`src/rtl/core_mem_arbiter_pkg.sv`:
```
// Shared constants for the core memory arbiter: arbitration modes and the
// master-index width derivation.
package core_mem_arbiter_pkg;

  localparam int ARB_FIXED = 0;
  localparam int ARB_RR    = 1;

  // Master-index width; a single master still needs one bit of storage.
  function automatic int idw_of(input int n);
    return (n <= 1) ? 1 : $clog2(n);
  endfunction

endpackage

```
`src/rtl/core_arb_fifo.sv`:
```
// Small synchronous FIFO with occupancy count; holds master indices for
// in-order response routing (also usable as an LSU itag queue).
module core_arb_fifo #(
  parameter int DEPTH = 4,
  parameter int DW    = 1
) (
  input  logic                   clk,
  input  logic                   rst,
  input  logic                   push,
  input  logic                   pop,
  input  logic [DW-1:0]          din,
  output logic [DW-1:0]          dout,
  output logic                   full,
  output logic                   empty,
  output logic [$clog2(DEPTH):0] count
);

  localparam int PW = $clog2(DEPTH);

  logic [DW-1:0] mem [DEPTH];
  logic [PW-1:0] wr_ptr, rd_ptr;
  logic          do_push, do_pop;

  assign full    = (count == (PW+1)'(DEPTH));
  assign empty   = (count == '0);
  assign do_push = push && !full;
  assign do_pop  = pop && !empty;
  assign dout    = mem[rd_ptr];

  // Storage carries no reset; only pointers and count define validity.
  always_ff @(posedge clk) begin
    if (do_push) mem[wr_ptr] <= din;
  end

  always_ff @(posedge clk or posedge rst) begin
    if (rst) begin
      wr_ptr <= '0;
      rd_ptr <= '0;
      count  <= '0;
    end else begin
      if (do_push) wr_ptr <= wr_ptr + 1'b1;
      if (do_pop)  rd_ptr <= rd_ptr + 1'b1;
      case ({do_push, do_pop})
        2'b10:   count <= count + 1'b1;
        2'b01:   count <= count - 1'b1;
        default: count <= count;
      endcase
    end
  end

endmodule

```
`src/rtl/core_mem_arbiter.sv`:
```
// N-master to 1-slave TCM command/response arbiter with fixed or round-robin
// grant, grant lock under back-pressure and in-order response routing.
module core_mem_arbiter
  import core_mem_arbiter_pkg::*;
#(
  parameter int N_MST      = 2,
  parameter int AW         = 16,
  parameter int DW         = 32,
  parameter int OUTS_DEPTH = 4,
  parameter int ARB_MODE   = ARB_RR
) (
  input  logic                      clk,
  input  logic                      rst,
  input  logic [N_MST-1:0]          s_cmd_valid,
  output logic [N_MST-1:0]          s_cmd_ready,
  input  logic [N_MST-1:0]          s_cmd_read,
  input  logic [N_MST*AW-1:0]       s_cmd_addr,
  input  logic [N_MST*DW-1:0]       s_cmd_wdata,
  input  logic [N_MST*(DW/8)-1:0]   s_cmd_wmask,
  output logic [N_MST-1:0]          s_rsp_valid,
  input  logic [N_MST-1:0]          s_rsp_ready,
  output logic [DW-1:0]             s_rsp_rdata,
  output logic                      m_cmd_valid,
  input  logic                      m_cmd_ready,
  output logic                      m_cmd_read,
  output logic [AW-1:0]             m_cmd_addr,
  output logic [DW-1:0]             m_cmd_wdata,
  output logic [DW/8-1:0]           m_cmd_wmask,
  input  logic                      m_rsp_valid,
  output logic                      m_rsp_ready,
  input  logic [DW-1:0]             m_rsp_rdata,
  output logic [$clog2(OUTS_DEPTH):0] outs_cnt,
  output logic                      idle
);

  localparam int IDW = idw_of(N_MST);
  localparam int MW  = DW/8;

  logic [IDW-1:0] winner, grant, locked_idx, rr_ptr, rr_next, start, head;
  logic           lock, full, empty, any_valid, cmd_hs, rsp_hs, head_rdy;

  assign any_valid = |s_cmd_valid;

  // Fixed priority is a round-robin search that always starts at master 0.
  assign start = (ARB_MODE == ARB_RR) ? rr_ptr : '0;

  always_comb begin
    winner = '0;
    for (int k = N_MST-1; k >= 0; k--) begin
      int idx;
      idx = int'(start) + k;
      if (idx >= N_MST) idx = idx - N_MST;
      if (s_cmd_valid[idx]) winner = IDW'(idx);
    end
  end

  assign grant       = lock ? locked_idx : winner;
  assign m_cmd_valid = !rst && any_valid && !full;
  assign cmd_hs      = m_cmd_valid && m_cmd_ready;
  assign rr_next     = (grant == IDW'(N_MST-1)) ? '0 : grant + 1'b1;

  always_comb begin
    m_cmd_read  = 1'b0;
    m_cmd_addr  = '0;
    m_cmd_wdata = '0;
    m_cmd_wmask = '0;
    for (int i = 0; i < N_MST; i++) begin
      if (grant == IDW'(i)) begin
        m_cmd_read  = s_cmd_read[i];
        m_cmd_addr  = s_cmd_addr[i*AW +: AW];
        m_cmd_wdata = s_cmd_wdata[i*DW +: DW];
        m_cmd_wmask = s_cmd_wmask[i*MW +: MW];
      end
    end
  end

  always_ff @(posedge clk or posedge rst) begin
    if (rst) begin
      lock       <= 1'b0;
      locked_idx <= '0;
      rr_ptr     <= '0;
    end else if (cmd_hs) begin
      lock   <= 1'b0;
      rr_ptr <= rr_next;
    end else if (m_cmd_valid) begin
      // Stalled offer: freeze the grant so the payload cannot change under it.
      lock       <= 1'b1;
      locked_idx <= grant;
    end
  end

  core_arb_fifo #(.DEPTH(OUTS_DEPTH), .DW(IDW)) u_outs (
    .clk   (clk),
    .rst   (rst),
    .push  (cmd_hs),
    .pop   (rsp_hs),
    .din   (grant),
    .dout  (head),
    .full  (full),
    .empty (empty),
    .count (outs_cnt)
  );

  always_comb begin
    head_rdy = 1'b0;
    for (int i = 0; i < N_MST; i++)
      if (head == IDW'(i)) head_rdy = s_rsp_ready[i];
  end

  for (genvar i = 0; i < N_MST; i++) begin : g_mst
    assign s_cmd_ready[i] = !rst && m_cmd_ready && !full && (grant == IDW'(i));
    assign s_rsp_valid[i] = !rst && m_rsp_valid && !empty && (head == IDW'(i));
  end

  assign m_rsp_ready = !rst && !empty && head_rdy;
  assign rsp_hs      = m_rsp_valid && m_rsp_ready;
  assign s_rsp_rdata = m_rsp_rdata;
  assign idle        = (outs_cnt == '0) && !any_valid;

  a_lock_hold: assert property (@(posedge clk) disable iff (rst)
    lock |-> s_cmd_valid[locked_idx]);
  a_rsp_orphan: assert property (@(posedge clk) disable iff (rst)
    m_rsp_valid |-> !empty);

endmodule
```
`config.mk`:
```
export PLATFORM = sky130hd
export DESIGN_NAME = core_mem_arbiter
export DESIGN_NICKNAME = d
export VERILOG_FILES = /design/src/rtl/core_mem_arbiter_pkg.sv /design/src/rtl/core_arb_fifo.sv /design/src/rtl/core_mem_arbiter.sv
export SDC_FILE = /design/constraint.sdc
export NUM_CORES = 1
export LEC_CHECK = 0
export CAP_MARGIN = 20
export CORE_ASPECT_RATIO = 0.7
export CORE_MARGIN = 5
export CORE_UTILIZATION = 25
export CTS_CLUSTER_SIZE = 40
export DETAILED_ROUTE_END_ITERATION = 10
export GPL_ROUTABILITY_DRIVEN = 0
export PLACE_DENSITY = 0.87
export SYNTH_ARGS = -nofsm -noshare
export SYNTH_HDL_FRONTEND = slang
export SYNTH_HIERARCHICAL = 1
export SYNTH_SLANG_ARGS = --single-unit
```
`constraint.sdc`:
```
create_clock -name clk -period 3.4 [get_ports clk]
set_input_delay 0.68 -clock clk [delete_from_list [all_inputs] [get_ports clk]]
set_output_delay 0.68 -clock clk [all_outputs]
set_load 0.03 [all_outputs]
```
==> impl_metrics.json, run 1 <==
{
  "synth_cell_types": 33,
  "netlist_area_um2": 1780,
  "grt-ovfl-total": 0,
  "yosys_register_bits": 14,
  "clk_latency_ns": 0.24,
  "num_io_pins": 241,
  "grt_max_degree": 38,
  "crit_required_ns": 2.72,
  "hold_viol_final": 0,
  "power_density_nw_per_um2": 619,
  "fin_nets": 462,
  "critical_path_class": "primary input to output pin",
  "ys_warn_count": 6,
  "syn_inst": 162,
  "start_kind": "primary input",
  "die_h_um": 80.7,
  "start_util_pct": 26.0,
  "final_area_um2": 3480,
  "maxCapViolCount": 0,
  "dieArea_um2": 8950,
  "slew-limit-headroom_pct": 66.5,
  "tightest_slew_ns": 0.499,
  "drtAntennaViolNets": 0,
  "cts_made_buffers": 3,
  "fill_cells": 608,
  "min_period_over_period_pct": 97.7,
  "synth_edf_count": 4,
  "syn_avg_cell_area_um2": 11.0,
  "synth_top_area_share_pct": 24.6,
  "synth_most_common_cell": "mux2_2",
  "drt_iter0_markers": 28,
  "die_w_um": 111,
  "area_delta_synth_final_pct": 95.2,
  "antenna_found_initial": 0,
  "async_flop_share_pct": 71.4,
  "finalCriticalPeriod_ns": 3.32,
  "hpwl_mm": 5.77,
  "cts.sinks": 14,
  "ff_latch_area_um2": 370,
  "drc": 0,
  "grt_usage_pct": 13.5,
  "finalSetupViolations": 0,
  "drive_above_1_share_pct": 29.4,
  "rows": 25,
  "wl_per_cell_um": 16.6,
  "coreArea_um2": 6850,
  "portBuffers": 176,
  "ir_worst_vdd_uv": 332,
  "first_pass_iters": 4,
  "hold_path.class": "register to register",
  "leakage_uw": 0.00163,
  "rsz0062_at_grt": "false",
  "cp.arrival_ns": 2.64,
  "fin_tns_setup_ns": 0,
  "synth.area.top_cells": "mux2_2 (25%), buf_4 (15%), dfrtp_1 (14%), mux2_4 (13%), edfxtp_1 (6.7%)",
  "cts_tree": "built",
  "yosys-top-cells-count": "mux2_2 (39), buf_4 (35), mux2_4 (16)",
  "h-tree-depth": 1,
  "grt_first_pass_wirelength_mm": 9.67,
  "root_buffer": "clkbuf_8",
  "routed_wl_mm": 6.68,
  "placed_area_um2": 3370,
  "outcome": "finished clean",
  "cp_max_fo": 37,
  "synth_area_leader_cell": "mux2_2",
  "endpoint_kind": "output pin",
  "max_freq_mhz": 301,
  "ys_seq_area_share_pct": 20.8,
  "finClkSkew_ns": 0.00210,
  "antenna_cells": 0,
  "multiInputGateArea_um2": 1070,
  "clockBufferDepth": 2,
  "synth_ff_type": "dfrtp_1",
  "syn_nets": 314,
  "vias": 1756,
  "first_global_vias": 1856,
  "finalMaxSlewViolations": 0,
  "path_clk_slew_ns": 0.06,
  "via_per_inst": 4.36
}
==> logic make-up after synthesis <==
family | synth area share, %
AO/OA/AOI/OAI | 2.38
AND/OR/NAND/NOR | 10.4
buffers and inverters | 19.0
flip-flops | 20.8
XOR/XNOR | 2.95
adder cells (fa/ha/maj) | 4.63
multiplexers | 39.9
==> flip-flops by register name (all words and copies together), names as in the netlist <==
signal         flops
lock               1
u_outs/count       3
rr_ptr             1
u_outs/wr_ptr      2
u_outs/rd_ptr      2
locked_idx         1
u_outs/mem         4
==> per-stage QoR <==
stage	cells	utilization [%]	hold slack, ns	power (µW)	worst slack, ns
finish	403	50.8	0.483	2160	0.0769
global route	403	50.8	0.506	2280	0.00306
CTS	403	49.8	0.486	2200	0.0436
detailed placement	399	49.2	0.479	2060	0.0469
global placement	399	49.2	0.467	2030	0.0727
floorplan	162	-	0.434	1520	0.173
==> where the power goes <==
part | internal (µW) | switching (µW)
Clock | 79.8 | 54.9
Sequential | 244 | 69.5
Combinational | 848 | 860
==> path summary, 6_finish.rpt <==
kind                                              startpoint                            to  slack [ns]  depth (start not counted)
worst max-delay path                          s_cmd_valid[1]                m_cmd_wdata[0]        0.08                          6
worst max register to register  u_outs/rd_ptr[0]$_DFFE_PP0P_   u_outs/count[2]$_DFFE_PP0P_        0.53                         11
worst min register to register  u_outs/rd_ptr[1]$_DFFE_PP0P_  u_outs/rd_ptr[1]$_DFFE_PP0P_        0.48                          1
max in group asynchronous                                rst   u_outs/count[1]$_DFFE_PP0P_        2.33                          3
worst min-delay path            u_outs/rd_ptr[1]$_DFFE_PP0P_  u_outs/rd_ptr[1]$_DFFE_PP0P_        0.48                          1
min in group asynchronous                                rst              lock$_DFFE_PP0P_        0.78                          3
==> worst max-delay path, stage by stage <==
cell,delay [ns]
clkdlybuf4s50_1,0.53
nand2b_4,0.07
o21ai_4,0.15
buf_12,0.25
mux2_2,0.36
clkdlybuf4s50_1,0.59
==> what timing repair did <==
action,4_1_cts,5_1_grt
endpoints found under the setup margin,0,27
hold buffers,0,0
setup buffers,0,0
resized for setup,0,27
==> cells in the final DEF, fill, tap and decap left out, types with 3 or more instances in the layout <==
| cell type | instances |
|---|---|
| clkbuf_8 | 3 |
| xor2_1 | 4 |
| buf_4 | 22 |
| clkdlybuf4s50_1 | 132 |
| nor3_1 | 3 |
| and2_2 | 4 |
| ha_1 | 5 |
| dlymetal6s2s_1 | 27 |
| nor2_1 | 5 |
| inv_1 | 8 |
| dfrtp_1 | 10 |
| mux2_4 | 16 |
| nand2_1 | 3 |
| mux2_2 | 39 |
| edfxtp_1 | 4 |
==> routing by layer <==
| layer | wire (µm) | GRT usage, % | vias up | part of all wire, % |
|---|---|---|---|---|
| met5 | 0 | 0 | - | 0 |
| met4 | 14 | 1.85 | 0 | 0.21 |
| met3 | 767 | 6.93 | 2 | 11 |
| met2 | 3390 | 23.3 | 133 | 51 |
| met1 | 2510 | 15.5 | 799 | 38 |
| li1 | - | - | 822 | - |
==> layout make-up <==
cell class,instances,area share [%]
timing repair buffer,182,53.0
multi-input combinational,101,30.9
sequential,14,10.6
tap,94,3.38
clock buffer,3,1.19
inverter,8,0.862
clock inverter,1,0.108
Power figures use the tool's default switching activity.
==> run 2: changes to the inputs <==
--- a/config.mk
+++ b/config.mk
@@ -6,13 +6,12 @@
 export NUM_CORES = 1
 export LEC_CHECK = 0
 export CAP_MARGIN = 20
-export CORE_ASPECT_RATIO = 0.7
-export CORE_MARGIN = 5
-export CORE_UTILIZATION = 25
+export CORE_AREA = 2 2 93 95
 export CTS_CLUSTER_SIZE = 40
 export DETAILED_ROUTE_END_ITERATION = 10
+export DIE_AREA = 0 0 95 97
 export GPL_ROUTABILITY_DRIVEN = 0
-export PLACE_DENSITY = 0.87
+export PLACE_DENSITY = 0.78
 export SYNTH_ARGS = -nofsm -noshare
 export SYNTH_HDL_FRONTEND = slang
 export SYNTH_HIERARCHICAL = 1
==> constraint.sdc (replaced) <==
create_clock -name clk -period 3.75 [get_ports clk]
set_input_delay 0.75 -clock clk [delete_from_list [all_inputs] [get_ports clk]]
set_output_delay 0.75 -clock clk [all_outputs]
set_load 0.03 [all_outputs]
==> impl_metrics.json, run 2 (synthesized netlist as in run 1, its figures left out) <==
{
  "final_common_cell": "clkdlybuf4s50_1",
  "drc": 0,
  "path_cells": "clkdlybuf4s50_1, nand2b_4, o21ai_4, buf_12, mux2_2, clkdlybuf4s50_1",
  "postCtsResizedCells": 0,
  "finalMaxSlewViolations": 0,
  "holdWs_ns": 0.490,
  "ir_worst_vdd_uv": 342,
  "wl_per_cell_um": 16.2,
  "first_global_vias": 1749,
  "die_h_um": 97,
  "fin_tns_setup_ns": 0,
  "dp.cells": 409,
  "root_buffer": "clkbuf_8",
  "cpPeakStageDelay_ns": 0.59,
  "crit_path_start": "s_cmd_valid[1]",
  "min-delay-start": "u_outs/rd_ptr[1]$_DFFE_PP0P_",
  "critical_path_class": "primary input to output pin",
  "finalSetupViolations": 0,
  "cts.sinks": 14,
  "cts_tree": "built",
  "ctsHoldBuffers": 0,
  "grt-ovfl-total": 0,
  "pre_cts_ws_ns": 0.196,
  "finClkSkew_ns": 0.00493,
  "coreArea_um2": 8130,
  "antenna_cells": 0,
  "fin_ws_ns": 0.212,
  "r2r-start": "u_outs/rd_ptr[0]$_DFFE_PP0P_",
  "via_per_inst": 4.15,
  "cp_max_fo": 38,
  "final_cell_mix": "clkdlybuf4s50_1 (172), mux2_2 (39), mux2_4 (16)",
  "vias": 1715,
  "crit_required_ns": 3.00,
  "layout.cells.non_filler": 413,
  "first_pass_iters": 4,
  "power_density_nw_per_um2": 581,
  "path_clk_slew_ns": 0.06,
  "finalCriticalPeriod_ns": 3.54,
  "grt_first_pass_wirelength_mm": 9.48,
  "start_util_pct": 21.9,
  "tightest_slew_ns": 0.554,
  "largest_register": "u_outs/mem",
  "drt_iter0_markers": 17,
  "rsz0062_at_grt": "false",
  "routed_wl_mm": 6.69,
  "drive_above_1_share_pct": 25.3,
  "outcome": "finished clean",
  "portBuffers": 176,
  "antenna_found_initial": 0,
  "drtAntennaViolNets": 0,
  "clk_latency_ns": 0.25,
  "start_kind": "primary input",
  "num_io_pins": 241,
  "rows": 33,
  "fin_nets": 461,
  "hold_viol_final": 0,
  "area_delta_synth_final_pct": 94.1,
  "hold_path.class": "register to register",
  "min_period_over_period_pct": 94.3,
  "max_freq_mhz": 283,
  "crit_slowest_cell": "clkdlybuf4s50_1",
  "cts_made_buffers": 3,
  "hpwl_mm": 5.87,
  "slew-limit-headroom_pct": 62.8,
  "grt_max_degree": 39,
  "largest_register_ff_count": 4,
  "postCtsSetupBuffers": 0,
  "endpoint_kind": "output pin",
  "cp.arrival_ns": 2.79,
  "h-tree-depth": 1,
  "dieArea_um2": 9220,
  "maxCapViolCount": 0,
  "reg.largest.list": "u_outs/mem: 4 flops, u_outs/count: 3 flops",
  "leakage_uw": 0.00137,
  "clockBufferDepth": 2,
  "grt_usage_pct": 13.4,
  "crit_top_cell": "clkdlybuf4s50_1",
  "die_w_um": 95
}
-- run 2: changes by cell type in the layout (fill, tap and decap cells not counted), sizes merged --
cell,before,now
buf,23,9
dlymetal6s2s,27,0
clkbuf,3,4
clkdlybuf4s50,132,172
clkinv,1,0
-- run 2: path summary, 6_finish.rpt --
path	endpoint	slack (ns)	depth (start not counted)
min reg2reg	u_outs/rd_ptr[1]$_DFFE_PP0P_	0.49	1
max reg2reg	u_outs/count[2]$_DFFE_PP0P_	0.93	11
max	m_cmd_addr[10]	0.21	6
min in group asynchronous	locked_idx$_DFFE_PP0P_	0.85	3
min	u_outs/rd_ptr[1]$_DFFE_PP0P_	0.49	1
max in group asynchronous	u_outs/wr_ptr[1]$_DFFE_PP0P_	2.61	3
-- run 2: area by class of cell --
cell class,instances,area [µm²]
multi-input cells,101,1070
fillers,769,4670
flip-flops and latches,14,370
clock buffers,4,55.1
inverters,8,30.0
well taps,105,131
repair buffers,181,1800
-- run 2: critical path, delay by kind of cell --
kind,cells,cell delay [ns]
buffers and inverters,3,1.37
multiplexers,1,0.38
AO/OA/AOI/OAI,1,0.17
AND/OR/NAND/NOR,1,0.07
-- run 2: report_power, final --
group / internal (µW) / switching, µW / leakage (µW) / total (µW)
Clock: 93.1 / 54.4 / 0.0000288 / 147
Combinational: 796 / 782 / 0.00119 / 1580
Sequential: 222 / 64.9 / 0.000155 / 286
Total: 1110 / 901 / 0.00137 / 2010
-- run 2: per-stage QoR --
| step | instance area, µm² | power [µW] | utilization (%) |
|---|---|---|---|
| floorplan | 1780 | 1380 | - |
| global placement | 3410 | 1860 | 41.9 |
| detailed placement | 3410 | 1880 | 41.9 |
| CTS | 3460 | 2040 | 42.6 |
| global route | 3460 | 2130 | 42.6 |
| finish | 3460 | 2010 | 42.6 |
-- run 2: layer usage --
metal | global-route usage (%) | part of all wire (%) | vias up
li1 | - | - | 822
met1 | 14.3 | 35 | 793
met2 | 24.2 | 51 | 97
met3 | 6.07 | 13 | 3
met4 | 2.45 | 0.64 | 0
met5 | 0 | 0 | -
